File: src/rtl/spi_pkg.sv
// ---------------------------------------------------------------------------
// spi_pkg -- definitions shared by spi_master, its interface and its benches.
//   SPI_BYTE_W  : bits per SPI slot
//   spi_state_e : master FSM state encoding
// ---------------------------------------------------------------------------
package spi_pkg;

    localparam int unsigned SPI_BYTE_W = 8;

    typedef enum logic [2:0] {
        IDLE,
        SETUP,
        SCK_H,
        SCK_L,
        HOLD,
        TRAIL,
        GAP
    } spi_state_e;

endpackage

File: src/rtl/spi_master_if.sv
// ---------------------------------------------------------------------------
// spi_master_if -- bundles the SPI bus pins and the parent-side byte
// handshake of spi_master.
//   SPI bus   : spi_clk_o, spi_csn_o, spi_mosi_o (master out), spi_miso_i (in)
//   handshake : tx_byte_i, tx_last_i, start_i (in); ready_o, rx_byte_o,
//               rx_en_o, busy_o (out)
//   modport master : the spi_master view
//   modport slave  : the view of the parent logic / peripheral side
// ---------------------------------------------------------------------------
interface spi_master_if;
    import spi_pkg::*;

    logic                  spi_clk_o;
    logic                  spi_csn_o;
    logic                  spi_mosi_o;
    logic                  spi_miso_i;
    logic [SPI_BYTE_W-1:0] tx_byte_i;
    logic                  tx_last_i;
    logic                  start_i;
    logic                  ready_o;
    logic [SPI_BYTE_W-1:0] rx_byte_o;
    logic                  rx_en_o;
    logic                  busy_o;

    modport master (
        output spi_clk_o, spi_csn_o, spi_mosi_o,
        input  spi_miso_i,
        input  tx_byte_i, tx_last_i, start_i,
        output ready_o, rx_byte_o, rx_en_o, busy_o
    );

    modport slave (
        input  spi_clk_o, spi_csn_o, spi_mosi_o,
        output spi_miso_i,
        output tx_byte_i, tx_last_i, start_i,
        input  ready_o, rx_byte_o, rx_en_o, busy_o
    );

endinterface

File: src/rtl/spi_clkdiv.sv
// ---------------------------------------------------------------------------
// spi_clkdiv -- reloadable half-period down-counter.
//   clk_i, rst_ni : clock, async active-low reset
//   load_i        : reload to DIV-1 (asserted on every FSM state change)
//   tick_o        : counter at 0, i.e. the current state has lasted DIV cycles
// Parameter DIV: half-period in clock cycles, 2..255.
// ---------------------------------------------------------------------------
module spi_clkdiv #(
    parameter int unsigned DIV = 4
) (
    input  logic clk_i,
    input  logic rst_ni,
    input  logic load_i,
    output logic tick_o
);

    localparam logic [7:0] RELOAD = 8'(DIV - 1);

    logic [7:0] cnt_q, cnt_d;

    always_comb begin
        cnt_d = cnt_q;
        if (load_i) begin
            cnt_d = RELOAD;
        end else if (cnt_q != '0) begin
            cnt_d = cnt_q - 8'd1;
        end
    end

    always_ff @(posedge clk_i or negedge rst_ni) begin
        if (!rst_ni) begin
            cnt_q <= '0;
        end else begin
            cnt_q <= cnt_d;
        end
    end

    assign tick_o = (cnt_q == '0);

endmodule

File: src/rtl/spi_master.sv
// ---------------------------------------------------------------------------
// spi_master -- byte-oriented SPI mode-0 master (CPOL=0, CPHA=0).
//   clk6x  : system clock
//   resetn : async active-low reset
//   bus    : spi_master_if.master (SPI pins + byte handshake)
// One byte is accepted per start_i while ready_o; the byte received in that
// slot is returned on rx_byte_o with a one-cycle rx_en_o. CSN stays low
// across bytes until a byte flagged tx_last_i completes.
// Build option: SPI_MASTER_LSB_FIRST_EN reverses bit order in both
// directions (default MSB first); timing is unchanged.
// ---------------------------------------------------------------------------
module spi_master
    import spi_pkg::*;
#(
    parameter int unsigned DIV = 4
) (
    input  logic         clk6x,
    input  logic         resetn,
    spi_master_if.master bus
);

    spi_state_e            state_q, state_d;
    logic [SPI_BYTE_W-1:0] tx_q, tx_d;
    logic [SPI_BYTE_W-1:0] rx_sh_q, rx_sh_d;
    logic [SPI_BYTE_W-1:0] rx_byte_q, rx_byte_d;
    logic                  rx_en_q, rx_en_d;
    logic                  last_q, last_d;
    logic [2:0]            bit_q, bit_d;
    logic                  tick;
    logic                  load;
    logic [SPI_BYTE_W-1:0] tx_shifted;
    logic [SPI_BYTE_W-1:0] rx_shifted;
    logic                  mosi;

`ifdef SPI_MASTER_LSB_FIRST_EN
    assign mosi       = tx_q[0];
    assign tx_shifted = {1'b0, tx_q[SPI_BYTE_W-1:1]};
    assign rx_shifted = {bus.spi_miso_i, rx_sh_q[SPI_BYTE_W-1:1]};
`else
    assign mosi       = tx_q[SPI_BYTE_W-1];
    assign tx_shifted = {tx_q[SPI_BYTE_W-2:0], 1'b0};
    assign rx_shifted = {rx_sh_q[SPI_BYTE_W-2:0], bus.spi_miso_i};
`endif

    // Every state change reloads the divider, so each timed state lasts DIV cycles.
    assign load = (state_d != state_q);

    spi_clkdiv #(
        .DIV (DIV)
    ) u_clkdiv (
        .clk_i  (clk6x),
        .rst_ni (resetn),
        .load_i (load),
        .tick_o (tick)
    );

    always_comb begin
        state_d   = state_q;
        tx_d      = tx_q;
        rx_sh_d   = rx_sh_q;
        rx_byte_d = rx_byte_q;
        rx_en_d   = 1'b0;
        last_d    = last_q;
        bit_d     = bit_q;
        unique case (state_q)
            IDLE, HOLD: begin
                if (bus.start_i) begin
                    tx_d    = bus.tx_byte_i;
                    last_d  = bus.tx_last_i;
                    bit_d   = '0;
                    state_d = SETUP;
                end
            end
            SETUP: begin
                if (tick) state_d = SCK_H;
            end
            SCK_H: begin
                // MISO sampled on the SCK fall edge; TX shift on SCK_L entry.
                if (tick) begin
                    rx_sh_d = rx_shifted;
                    tx_d    = tx_shifted;
                    state_d = SCK_L;
                end
            end
            SCK_L: begin
                if (tick) begin
                    if (bit_q != 3'd7) begin
                        bit_d   = bit_q + 3'd1;
                        state_d = SCK_H;
                    end else begin
                        rx_byte_d = rx_sh_q;
                        rx_en_d   = 1'b1;
                        state_d   = last_q ? TRAIL : HOLD;
                    end
                end
            end
            TRAIL: begin
                if (tick) state_d = GAP;
            end
            GAP: begin
                if (tick) state_d = IDLE;
            end
            default: state_d = IDLE;
        endcase
    end

    always_ff @(posedge clk6x or negedge resetn) begin
        if (!resetn) begin
            state_q   <= IDLE;
            tx_q      <= '0;
            rx_sh_q   <= '0;
            rx_byte_q <= '0;
            rx_en_q   <= 1'b0;
            last_q    <= 1'b0;
            bit_q     <= '0;
        end else begin
            state_q   <= state_d;
            tx_q      <= tx_d;
            rx_sh_q   <= rx_sh_d;
            rx_byte_q <= rx_byte_d;
            rx_en_q   <= rx_en_d;
            last_q    <= last_d;
            bit_q     <= bit_d;
        end
    end

    assign bus.spi_clk_o  = (state_q == SCK_H);
    assign bus.spi_csn_o  = (state_q == IDLE) || (state_q == GAP);
    assign bus.spi_mosi_o = mosi;
    assign bus.ready_o    = (state_q == IDLE) || (state_q == HOLD);
    assign bus.busy_o     = (state_q != IDLE);
    assign bus.rx_byte_o  = rx_byte_q;
    assign bus.rx_en_o    = rx_en_q;

endmodule

File: src/flat_wrapper.sv
// flat-port wrapper written by rule: the top's interface ports become plain ports
module spi_master_flat import spi_pkg::*;
#(
    parameter int unsigned DIV = 4
)
  (clk6x, resetn, bus_spi_clk_o, bus_spi_csn_o, bus_spi_mosi_o, bus_spi_miso_i, bus_tx_byte_i, bus_tx_last_i, bus_start_i, bus_ready_o, bus_rx_byte_o, bus_rx_en_o, bus_busy_o);
  spi_master_if bus_i ();
  input  logic clk6x;
  input  logic resetn;
  output wire logic [$bits(bus_i.spi_clk_o)-1:0] bus_spi_clk_o;
  output wire logic [$bits(bus_i.spi_csn_o)-1:0] bus_spi_csn_o;
  output wire logic [$bits(bus_i.spi_mosi_o)-1:0] bus_spi_mosi_o;
  input wire logic [$bits(bus_i.spi_miso_i)-1:0] bus_spi_miso_i;
  input wire logic [$bits(bus_i.tx_byte_i)-1:0] bus_tx_byte_i;
  input wire logic [$bits(bus_i.tx_last_i)-1:0] bus_tx_last_i;
  input wire logic [$bits(bus_i.start_i)-1:0] bus_start_i;
  output wire logic [$bits(bus_i.ready_o)-1:0] bus_ready_o;
  output wire logic [$bits(bus_i.rx_byte_o)-1:0] bus_rx_byte_o;
  output wire logic [$bits(bus_i.rx_en_o)-1:0] bus_rx_en_o;
  output wire logic [$bits(bus_i.busy_o)-1:0] bus_busy_o;
  assign bus_spi_clk_o = bus_i.spi_clk_o;
  assign bus_spi_csn_o = bus_i.spi_csn_o;
  assign bus_spi_mosi_o = bus_i.spi_mosi_o;
  assign bus_i.spi_miso_i = bus_spi_miso_i;
  assign bus_i.tx_byte_i = bus_tx_byte_i;
  assign bus_i.tx_last_i = bus_tx_last_i;
  assign bus_i.start_i = bus_start_i;
  assign bus_ready_o = bus_i.ready_o;
  assign bus_rx_byte_o = bus_i.rx_byte_o;
  assign bus_rx_en_o = bus_i.rx_en_o;
  assign bus_busy_o = bus_i.busy_o;
  spi_master #(.DIV(DIV)) u_core (.clk6x(clk6x), .resetn(resetn), .bus(bus_i));
endmodule
File: config.mk
export PLATFORM = sky130hd
export DESIGN_NAME = spi_master_flat
export DESIGN_NICKNAME = d
export VERILOG_FILES = /design/src/rtl/spi_pkg.sv /design/src/rtl/spi_master_if.sv /design/src/rtl/spi_clkdiv.sv /design/src/rtl/spi_master.sv /design/src/flat_wrapper.sv
export SDC_FILE = /design/constraint.sdc
export NUM_CORES = 1
export LEC_CHECK = 0
export BUFFER_PORTS_ARGS = -buffer_cell sky130_fd_sc_hd__buf_2
export CAP_MARGIN = 10
export CORE_MARGIN = 3
export CORE_UTILIZATION = 25
export DETAILED_ROUTE_END_ITERATION = 12
export SLEW_MARGIN = 25
export SYNTH_ARGS = -nofsm -noshare
export SYNTH_HDL_FRONTEND = slang
export SYNTH_SLANG_ARGS = --single-unit
File: constraint.sdc
create_clock -name clk6x -period 1.92 [get_ports clk6x]
set_input_delay 0.096 -clock clk6x [delete_from_list [all_inputs] [get_ports clk6x]]
set_output_delay 0.096 -clock clk6x [all_outputs]
set_load 0.01 [all_outputs]
==> results of run 1 <==
through the flow:
stage / cell area (sq um) / power [W] / hold WS (ns) / utilization, % / setup TNS, ns
after floorplan: 1910 / 0.00192 / -0.200 / - / 0
after global placement: 2250 / 0.00224 / 0.0260 / 30.7 / 0
after detailed placement: 2250 / 0.00226 / 0.0297 / 30.7 / -0.405
after CTS: 2360 / 0.00283 / 0.0168 / 32.2 / 0
after global routing: 2390 / 0.00303 / 0.0223 / 32.6 / 0
final: 2390 / 0.00282 / 0.0215 / 32.6 / 0
flip-flops by register name (all words and copies together) (netlist names):
register,count
u_core.bus.rx_byte_o,8
u_core.rx_sh_q,8
u_core.tx_q,8
u_core.u_clkdiv.cnt_q,8
u_core.bit_q,3
u_core.state_q,3
u_core.bus.rx_en_o,1
u_core.last_q,1
placed cells by master, fill, tap and decap left out, types with 2 or more instances in the layout:
| master | count |
|---|---|
| nand4b_1 | 2 |
| clkbuf_8 | 5 |
| mux2_1 | 16 |
| buf_2 | 26 |
| nor2_1 | 14 |
| mux2_2 | 2 |
| inv_1 | 5 |
| dfrtp_1 | 40 |
| nand3_1 | 2 |
| nor2b_1 | 4 |
| mux2i_1 | 6 |
| o21a_1 | 7 |
| buf_6 | 2 |
| a21oi_1 | 3 |
| nor3_1 | 3 |
| or3_1 | 2 |
| nand2_1 | 7 |
| o22a_1 | 7 |
| ha_1 | 3 |
| nand2_2 | 2 |
| buf_4 | 17 |
metal layers:
layer | part of all wire, % | track usage (%)
met1 | 47 | 11.4
met2 | 48 | 15.0
met3 | 4.1 | 2.98
met4 | 1.2 | 2.93
met5 | 0 | 0
worst max-delay path by stage:
stage               cells after the start                 endpoint  slack [ns]
floorplan                               6  u_core.bus.rx_byte_o[0]        0.07
global placement                        6  u_core.bus.rx_byte_o[7]        0.02
detailed placement                      7          u_core.bit_q[2]       -0.06
CTS                                     5          u_core.bit_q[2]        0.04
global route                            5          u_core.bit_q[2]       0.008
finish                                  5          u_core.bit_q[2]        0.08
cell usage after synthesis, types with 2 or more instances:
library cell / n / area share, %
mux2_2: 2 / 1.2
a21oi_1: 3 / 0.78
nand4b_1: 2 / 0.92
nand3_1: 2 / 0.52
inv_1: 5 / 0.98
mux2_1: 16 / 9.4
clkbuf_1: 5 / 0.98
nor2b_1: 4 / 1.3
dfrtp_1: 40 / 52
o21a_1: 7 / 2.7
or3_1: 2 / 0.65
nor3_1: 3 / 0.78
o22a_1: 7 / 3.2
nor2_1: 14 / 2.7
mux2i_1: 6 / 3.1
nand2_1: 8 / 1.6
ha_1: 3 / 2.0
worst max-delay path: stages (launching register included):
cell and delay (ns):
dfrtp_1 0.40, ha_1 0.21, ha_1 0.23, or4bb_1 0.54
nor2_4 0.17, mux2i_1 0.22
final cells by class:
type / instances / area, sq um / share of cell area, %
Timing Repair Buffer: 46 / 290 / 12.2
Multi-Input combinational cell: 106 / 877 / 36.7
Clock buffer: 6 / 72.6 / 3.04
Clock inverter: 1 / 5.00 / 0.210
Tap cell: 99 / 124 / 5.19
Sequential cell: 40 / 1000 / 41.9
Inverter: 5 / 18.8 / 0.786
cell families after synthesis:
group / synth area share (%)
fa+ha+maj: 1.96
simple gates: 17.3
compound gates: 11.7
buf+inv: 2.94
flops: 52.3
mux: 13.7
power breakdown:
part	switching [W]	internal (W)
Sequential	0.000212	0.00108
Combinational	0.000477	0.000543
Clock	0.000266	0.000247
Total	0.000955	0.00187
repair_timing:
item,in CTS,in global routing
pin swaps,0,2
setup buffers,3,0
hold buffers,1,0
resized for setup,0,6
setup endpoints to repair,11,19
endpoints found under the hold margin,14,0
==> results_dict.tcl, run 1 <==
set metrics [dict create \
    clock_latency_ns 0.28 \
    whs_path_depth 2 \
    netlist_area_sq_um 1910 \
    fin_crit_sh_pct 95.7 \
    fmax_mhz 544 \
    syn_inst 158 \
    fin_cells 303 \
    hold_violations 0 \
    grt_pass1_wl_um 6320 \
    regToRegStartpoint "u_core.bit_q[0]" \
    cts_buffers 5 \
    drive_gt1_share_pct 31.9 \
    vias 1351 \
    clk_pin_slew_ns 0.07 \
    min_from "bus_spi_miso_i" \
    ant_nets 0 \
    drc 0 \
    hpwl_um 2790 \
    nets 220 \
    fp.dieW_um 93.5 \
    grtUsageTotal_pct 9.18 \
    initial_core_util_pct 26.1 \
    via_per_inst 4.46 \
    fin_crit_ns 1.84 \
    rsz0062_at_grt "yes" \
    cap_violations 0 \
    wl_per_cell_um 12.4 \
    worst_setup_path_start_kind "register" \
    drt_wl_total_um 3740 \
    die_h_um 93.5 \
    core_area_sq_um 7330 \
    synth_edf_count 0 \
    ir_drop_uv 308 \
    yosysUniqueCellTypes 46 \
    nFillCells 749 \
    tightest_slew_ns 0.366 \
    cts_root_buf "clkbuf_8" \
    clock_path_buffers 2 \
    ys_ff_latch 40 \
    relSlewSlack_pct 75.5 \
    avgSynthCellArea_sq_um 12.1 \
    gr-total-overflow 0 \
    ys.flop_type "dfrtp_1" \
    cts_tree "done" \
    post-place-ws_ns -0.0561 \
    cp_max_fo 4 \
    drv_slew 0 \
    grt_max_degree 17 \
    arrival_ns 2.04 \
    ys_warn_count 0 \
    ys_seq_area_share_pct 52.3 \
    required_ns 2.12 \
    r2r_slack_ns 0.08 \
    status "finished clean" \
    leakagePower_nw 1.17 \
    cp-startpoint "u_core.bit_q[0]" \
    place_congestion 0.725 \
    min_path_type "in -> reg" \
    io_pins 27 \
    fin_skew_ns 0.00606 \
    setup_slack_ns 0.0834 \
    syn_nets 174 \
    grt_pass1_vias 1349 \
    clock_sinks 40 \
    endpoint_kind "register" \
    async_flop_share_pct 100 \
    antenna_found_initial 0 \
    r2r_end "u_core.bit_q[2]" \
    ff2ff_path_depth 5 \
    cts_htree_levels 2 \
    die-area_sq_um 8740 \
    drtIter0Drc 57 \
    criticalPathCategory "reg -> reg" \
    setup_violations 0 \
    dp.cells 292 \
    hold_end "u_core.rx_sh_q[0]" \
    syn2layout_area_growth_pct 24.9 \
    std_cell_rows 31 \
    antenna_cells 0 \
    portBuffers 26 \
    p_per_area_nw_per_um2 1180 \
    first_pass_iters 4 \
]
Power figures use the tool's default switching activity.
==> run 2: changes to the inputs <==
==> constraint.sdc (replaced) <==
create_clock -name clk6x -period 1.92 [get_ports clk6x]
set_input_delay 0.48 -clock clk6x [delete_from_list [all_inputs] [get_ports clk6x]]
set_output_delay 0.48 -clock clk6x [all_outputs]
set_load 0.01 [all_outputs]
==> results_dict.tcl, run 2 (synthesis gave the netlist of run 1 again) <==
set metrics [dict create \
    fmax_mhz 542 \
    hpwl_um 2590 \
    ir_drop_uv 327 \
    fin_cells 302 \
    vias 1377 \
    final_common_cell "dfrtp_1" \
    place_congestion 0.768 \
    drc 0 \
    drive_gt1_share_pct 37.4 \
    io_pins 27 \
    die-area_sq_um 8740 \
    core_area_sq_um 7330 \
    arrival_ns 1.37 \
    fin_crit_sh_pct 96.1 \
    use_met1_pct 12.3 \
    status "finished clean" \
    dp.cells 288 \
    cts_root_buf "clkbuf_8" \
    relSlewSlack_pct 65.4 \
    dpl_cell_area_sq_um 2230 \
    crit_path_max_incr_delay_ns 0.53 \
    grt_pass1_vias 1300 \
    worst_setup_path_start_kind "register" \
    worst_hold_slack_ns 0.151 \
    p_per_area_nw_per_um2 1240 \
    drt_wl_total_um 3840 \
    required_ns 1.44 \
    via_per_inst 4.56 \
    portBuffers 26 \
    drv_slew 0 \
    layout_common_cells "39 x dfrtp_1, 26 x buf_2, 15 x buf_4, 14 x nor2_1, 10 x mux2_1" \
    cap_violations 0 \
    holdBufCountCts 0 \
    fin_area_sq_um 2500 \
    min_path_type "in -> async" \
    rsz0062_at_grt "yes" \
    clock_latency_ns 0.29 \
    multiInputGateArea_sq_um 918 \
    clock_sinks 40 \
    antenna_found_initial 0 \
    clock_path_buffers 2 \
    gr-usage-met2_pct 13.8 \
    tightest_slew_ns 0.518 \
    fp.dieW_um 93.5 \
    drtIter0Drc 63 \
    fin_crit_ns 1.85 \
    ff2ff_path_depth 7 \
    initial_core_util_pct 26.1 \
    nFillCells 730 \
    cp_max_fo 12 \
    cts_buffers 5 \
    grtUsageMet3_pct 3.62 \
    wl_per_cell_um 12.7 \
    nets 218 \
    regToRegStartpoint "u_core.u_clkdiv.cnt_q[1]" \
    hold_violations 0 \
    cts_htree_levels 2 \
    setup_violations 0 \
    first_pass_iters 4 \
    grt_max_degree 24 \
    gr-total-overflow 0 \
    grtUsageTotal_pct 9.22 \
    clk_pin_slew_ns 0.08 \
    cts_tree "done" \
    fin_skew_ns 0.00614 \
    r2r_slack_ns 0.08 \
    critPathTopFamily "flip-flops" \
    syn2layout_area_growth_pct 30.5 \
    ant_nets 0 \
    path_cells "nor3b_4, buf_2" \
    leakagePower_nw 1.22 \
    slowest_stage "dfrtp_1" \
    ff_latch_area_sq_um 1000 \
    r2r_end "u_core.u_clkdiv.cnt_q[1]" \
    std_cell_rows 31 \
    antenna_cells 0 \
    criticalPathCategory "reg -> out" \
    grt_busiest_layer "met2" \
    endpoint_kind "primary output" \
    path_buf_inv 1 \
    grt_pass1_wl_um 6330 \
    die_h_um 93.5 \
]
[run 2: per-layer routing]
| layer | vias up | wire length (um) |
|---|---|---|
| li1 | 661 | - |
| met3 | 5 | 151 |
| met5 | - | 0 |
| met2 | 19 | 1750 |
| met1 | 692 | 1900 |
| met4 | 0 | 42 |
[run 2: worst reg2reg max path, cell delays in order, from the launching register on]
cell	delay, ns
dfrtp_1	0.38
inv_2	0.06
ha_4	0.15
nor4b_4	0.14
buf_4	0.16
and3_1	0.21
a211o_4	0.36
a211o_1	0.27
[run 2: worst max path at each step]
stage,startpoint,endpoint,cells past startpoint
floorplan,u_core.u_clkdiv.cnt_q[0],u_core.bus.rx_byte_o[0],6
global placement,u_core.u_clkdiv.cnt_q[1],u_core.bus.rx_byte_o[7],6
detailed placement,u_core.u_clkdiv.cnt_q[1],u_core.bus.rx_byte_o[2],6
CTS,u_core.state_q[1],bus_busy_o,3
global route,u_core.u_clkdiv.cnt_q[1],u_core.tx_q[1],8
finish,u_core.state_q[0],bus_spi_clk_o,2
[run 2: power by group]
group / switching [W] / leakage, nW / internal (W)
Clock: 0.000293 / 0.0614 / 0.000425
Combinational: 0.000503 / 0.643 / 0.000582
Sequential: 0.000213 / 0.512 / 0.00108
Total: 0.00101 / 1.22 / 0.00208
[run 2: through the flow]
step	power (W)	TNS, ns	setup slack, ns	util (%)
2_1_floorplan	0.00192	0	0.0714	-
3_3_place_gp	0.00221	0	0.0267	30.4
3_5_place_dp	0.00223	-0.244	-0.0348	30.4
4_1_cts	0.00298	0	0.00286	32.3
5_1_grt	0.00334	-0.209	-0.0254	34.1
6_report	0.00309	0	0.0748	34.1
[run 2: cell type report]
| cell class | instances | share of cell area [%] |
|---|---|---|
| Sequential cell | 40 | 40.1 |
| Multi-Input combinational cell | 106 | 36.8 |
| Timing Repair Buffer | 44 | 12.5 |
| Tap cell | 99 | 4.96 |
| Clock buffer | 6 | 3.31 |
| Clock inverter | 2 | 1.55 |
| Inverter | 5 | 0.752 |
[run 2: repair_timing]
item                                    CTS  global route
buffers inserted                          2             2
resized for setup                         1            15
cloned                                    0             2
endpoints found under the setup margin   13            22
==> run 3: changes to the inputs <==
--- a/config.mk
+++ b/config.mk
@@ -7,9 +7,12 @@
 export LEC_CHECK = 0
 export BUFFER_PORTS_ARGS = -buffer_cell sky130_fd_sc_hd__buf_2
 export CAP_MARGIN = 10
+export CELL_PAD_IN_SITES_DETAIL_PLACEMENT = 1
+export CELL_PAD_IN_SITES_GLOBAL_PLACEMENT = 1
 export CORE_MARGIN = 3
 export CORE_UTILIZATION = 25
 export DETAILED_ROUTE_END_ITERATION = 12
+export PLACE_DENSITY_LB_ADDON = 0.1
 export SLEW_MARGIN = 25
 export SYNTH_ARGS = -nofsm -noshare
 export SYNTH_HDL_FRONTEND = slang
==> results_dict.tcl, run 3 (synthesis gave the netlist of run 1 again) <==
set metrics [dict create \
    min_path_type "in -> async" \
    grt_pass1_wl_um 7580 \
    drt_wl_total_um 4550 \
    std_cell_rows 31 \
    first_pass_iters 2 \
    cpMostUsedCell "buf_4" \
    ir_drop_uv 305 \
    grtUsageTotal_pct 11.2 \
    portBuffers 26 \
    place_congestion 0.765 \
    drv_slew 0 \
    clock_latency_ns 0.29 \
    required_ns 2.10 \
    rsz0062_at_grt "no" \
    core_area_sq_um 7330 \
    antenna_cells 0 \
    drive_gt1_share_pct 36.8 \
    cts_root_buf "clkbuf_8" \
    io_pins 27 \
    ff2ff_path_depth 8 \
    die-area_sq_um 8740 \
    fp.dieW_um 93.5 \
    fin_cells 303 \
    syn2layout_area_growth_pct 28.7 \
    nets 219 \
    tightest_slew_ns 0.495 \
    slowest_stage "dfrtp_1" \
    grt_pass1_vias 1556 \
    path_cells "inv_1, ha_2, nor4b_4, buf_4, buf_4, and3_4, a211o_4, a211o_1" \
    drc 0 \
    fin_crit_sh_pct 96.8 \
    cts_tree "done" \
    p_per_area_nw_per_um2 1220 \
    ant_nets 0 \
    initial_core_util_pct 26.1 \
    criticalPathCategory "reg -> reg" \
    clock_path_buffers 2 \
    cts_htree_levels 2 \
    cts_buffers 5 \
    r2r_slack_ns 0.06 \
    final_common_cell "dfrtp_1" \
    relSlewSlack_pct 67.0 \
    fin_crit_ns 1.86 \
    fin_skew_ns 0.00296 \
    setup_violations 0 \
    grt_max_degree 24 \
    die_h_um 93.5 \
    finalSetupTns_ns 0 \
    leakagePower_nw 1.17 \
    r2r_end "u_core.u_clkdiv.cnt_q[1]" \
    hpwl_um 3300 \
    clk_pin_slew_ns 0.08 \
    hold_violations 0 \
    layout_common_cells "37 x dfrtp_1, 26 x buf_2, 16 x mux2_1, 15 x buf_4, 14 x nor2_1" \
    cap_violations 0 \
    via_per_inst 4.60 \
    worst_setup_path_start_kind "register" \
    wl_per_cell_um 15.0 \
    regToRegStartpoint "u_core.u_clkdiv.cnt_q[0]" \
    cp_max_fo 4 \
    status "finished clean" \
    setup_slack_ns 0.0607 \
    clock_sinks 40 \
    gr-total-overflow 0 \
    arrival_ns 2.04 \
    crit_path_max_incr_delay_ns 0.35 \
    endpoint_kind "register" \
    post-place-ws_ns -0.139 \
    fmax_mhz 538 \
    antenna_found_initial 0 \
    vias 1393 \
    drtIter0Drc 20 \
    dp.cells 287 \
    p_total_w 0.00301 \
]
run 3: timing repair:
item | 4_1_cts | 5_1_grt
resized for setup | 2 | 15
endpoints found under the hold margin | 0 | 0
endpoints found under the setup margin | 13 | 17
pin swaps | 2 | 5
setup buffers | 2 | 6
hold buffers | 0 | 0
run 3: worst max path at each step:
stage / startpoint / end / slack (ns) / cells after the start
2_1_floorplan: u_core.u_clkdiv.cnt_q[0] / u_core.bus.rx_byte_o[0] / 0.07 / 6
3_3_place_gp: u_core.u_clkdiv.cnt_q[1] / u_core.bus.rx_byte_o[3] / 0.04 / 6
3_5_place_dp: u_core.u_clkdiv.cnt_q[1] / u_core.bit_q[1] / -0.14 / 7
4_1_cts: u_core.u_clkdiv.cnt_q[0] / u_core.u_clkdiv.cnt_q[1] / 0.01 / 7
5_1_grt: u_core.u_clkdiv.cnt_q[1] / u_core.tx_q[4] / 0.0006 / 8
6_report: u_core.u_clkdiv.cnt_q[0] / u_core.u_clkdiv.cnt_q[1] / 0.06 / 8
run 3: per-stage QoR:
step,area (sq um),hold WS [ns],util (%)
after floorplan,1910,0.184,-
after global placement,2240,0.464,30.5
after detailed placement,2240,0.476,30.5
after CTS,2360,0.153,32.2
after global routing,2460,0.162,33.6
final,2460,0.146,33.6
run 3: power breakdown:
part	switching [W]	internal (W)
logic	0.000513	0.000603
clock network	0.000303	0.000291
registers	0.000220	0.00108
run 3: area by class of cell:
| cell class | instances | area, sq um |
|---|---|---|
| tap | 99 | 124 |
| sequential | 40 | 1000 |
| inverter | 5 | 18.8 |
| fill | 820 | 4870 |
| clock buffer | 6 | 82.6 |
| multi-input combinational | 106 | 903 |
| clock inverter | 2 | 15.0 |
| timing repair buffer | 45 | 314 |
run 3: critical path: cells and delay by family (launching register included):
kind                       cells  cell delay (ns)
buffers and inverters          3             0.33
adders and majority gates      1             0.19
DFF                            1             0.35
and+or+nand+nor                2             0.32
AOI/OAI and AO/OA              2             0.55
run 3: layer usage:
metal	up-vias	routed length [um]	global-route usage [%]
met5	-	0	0
met4	0	63	4.27
met3	6	176	3.14
met2	23	2280	18.9
met1	708	2030	13.5
li1	656	-	-
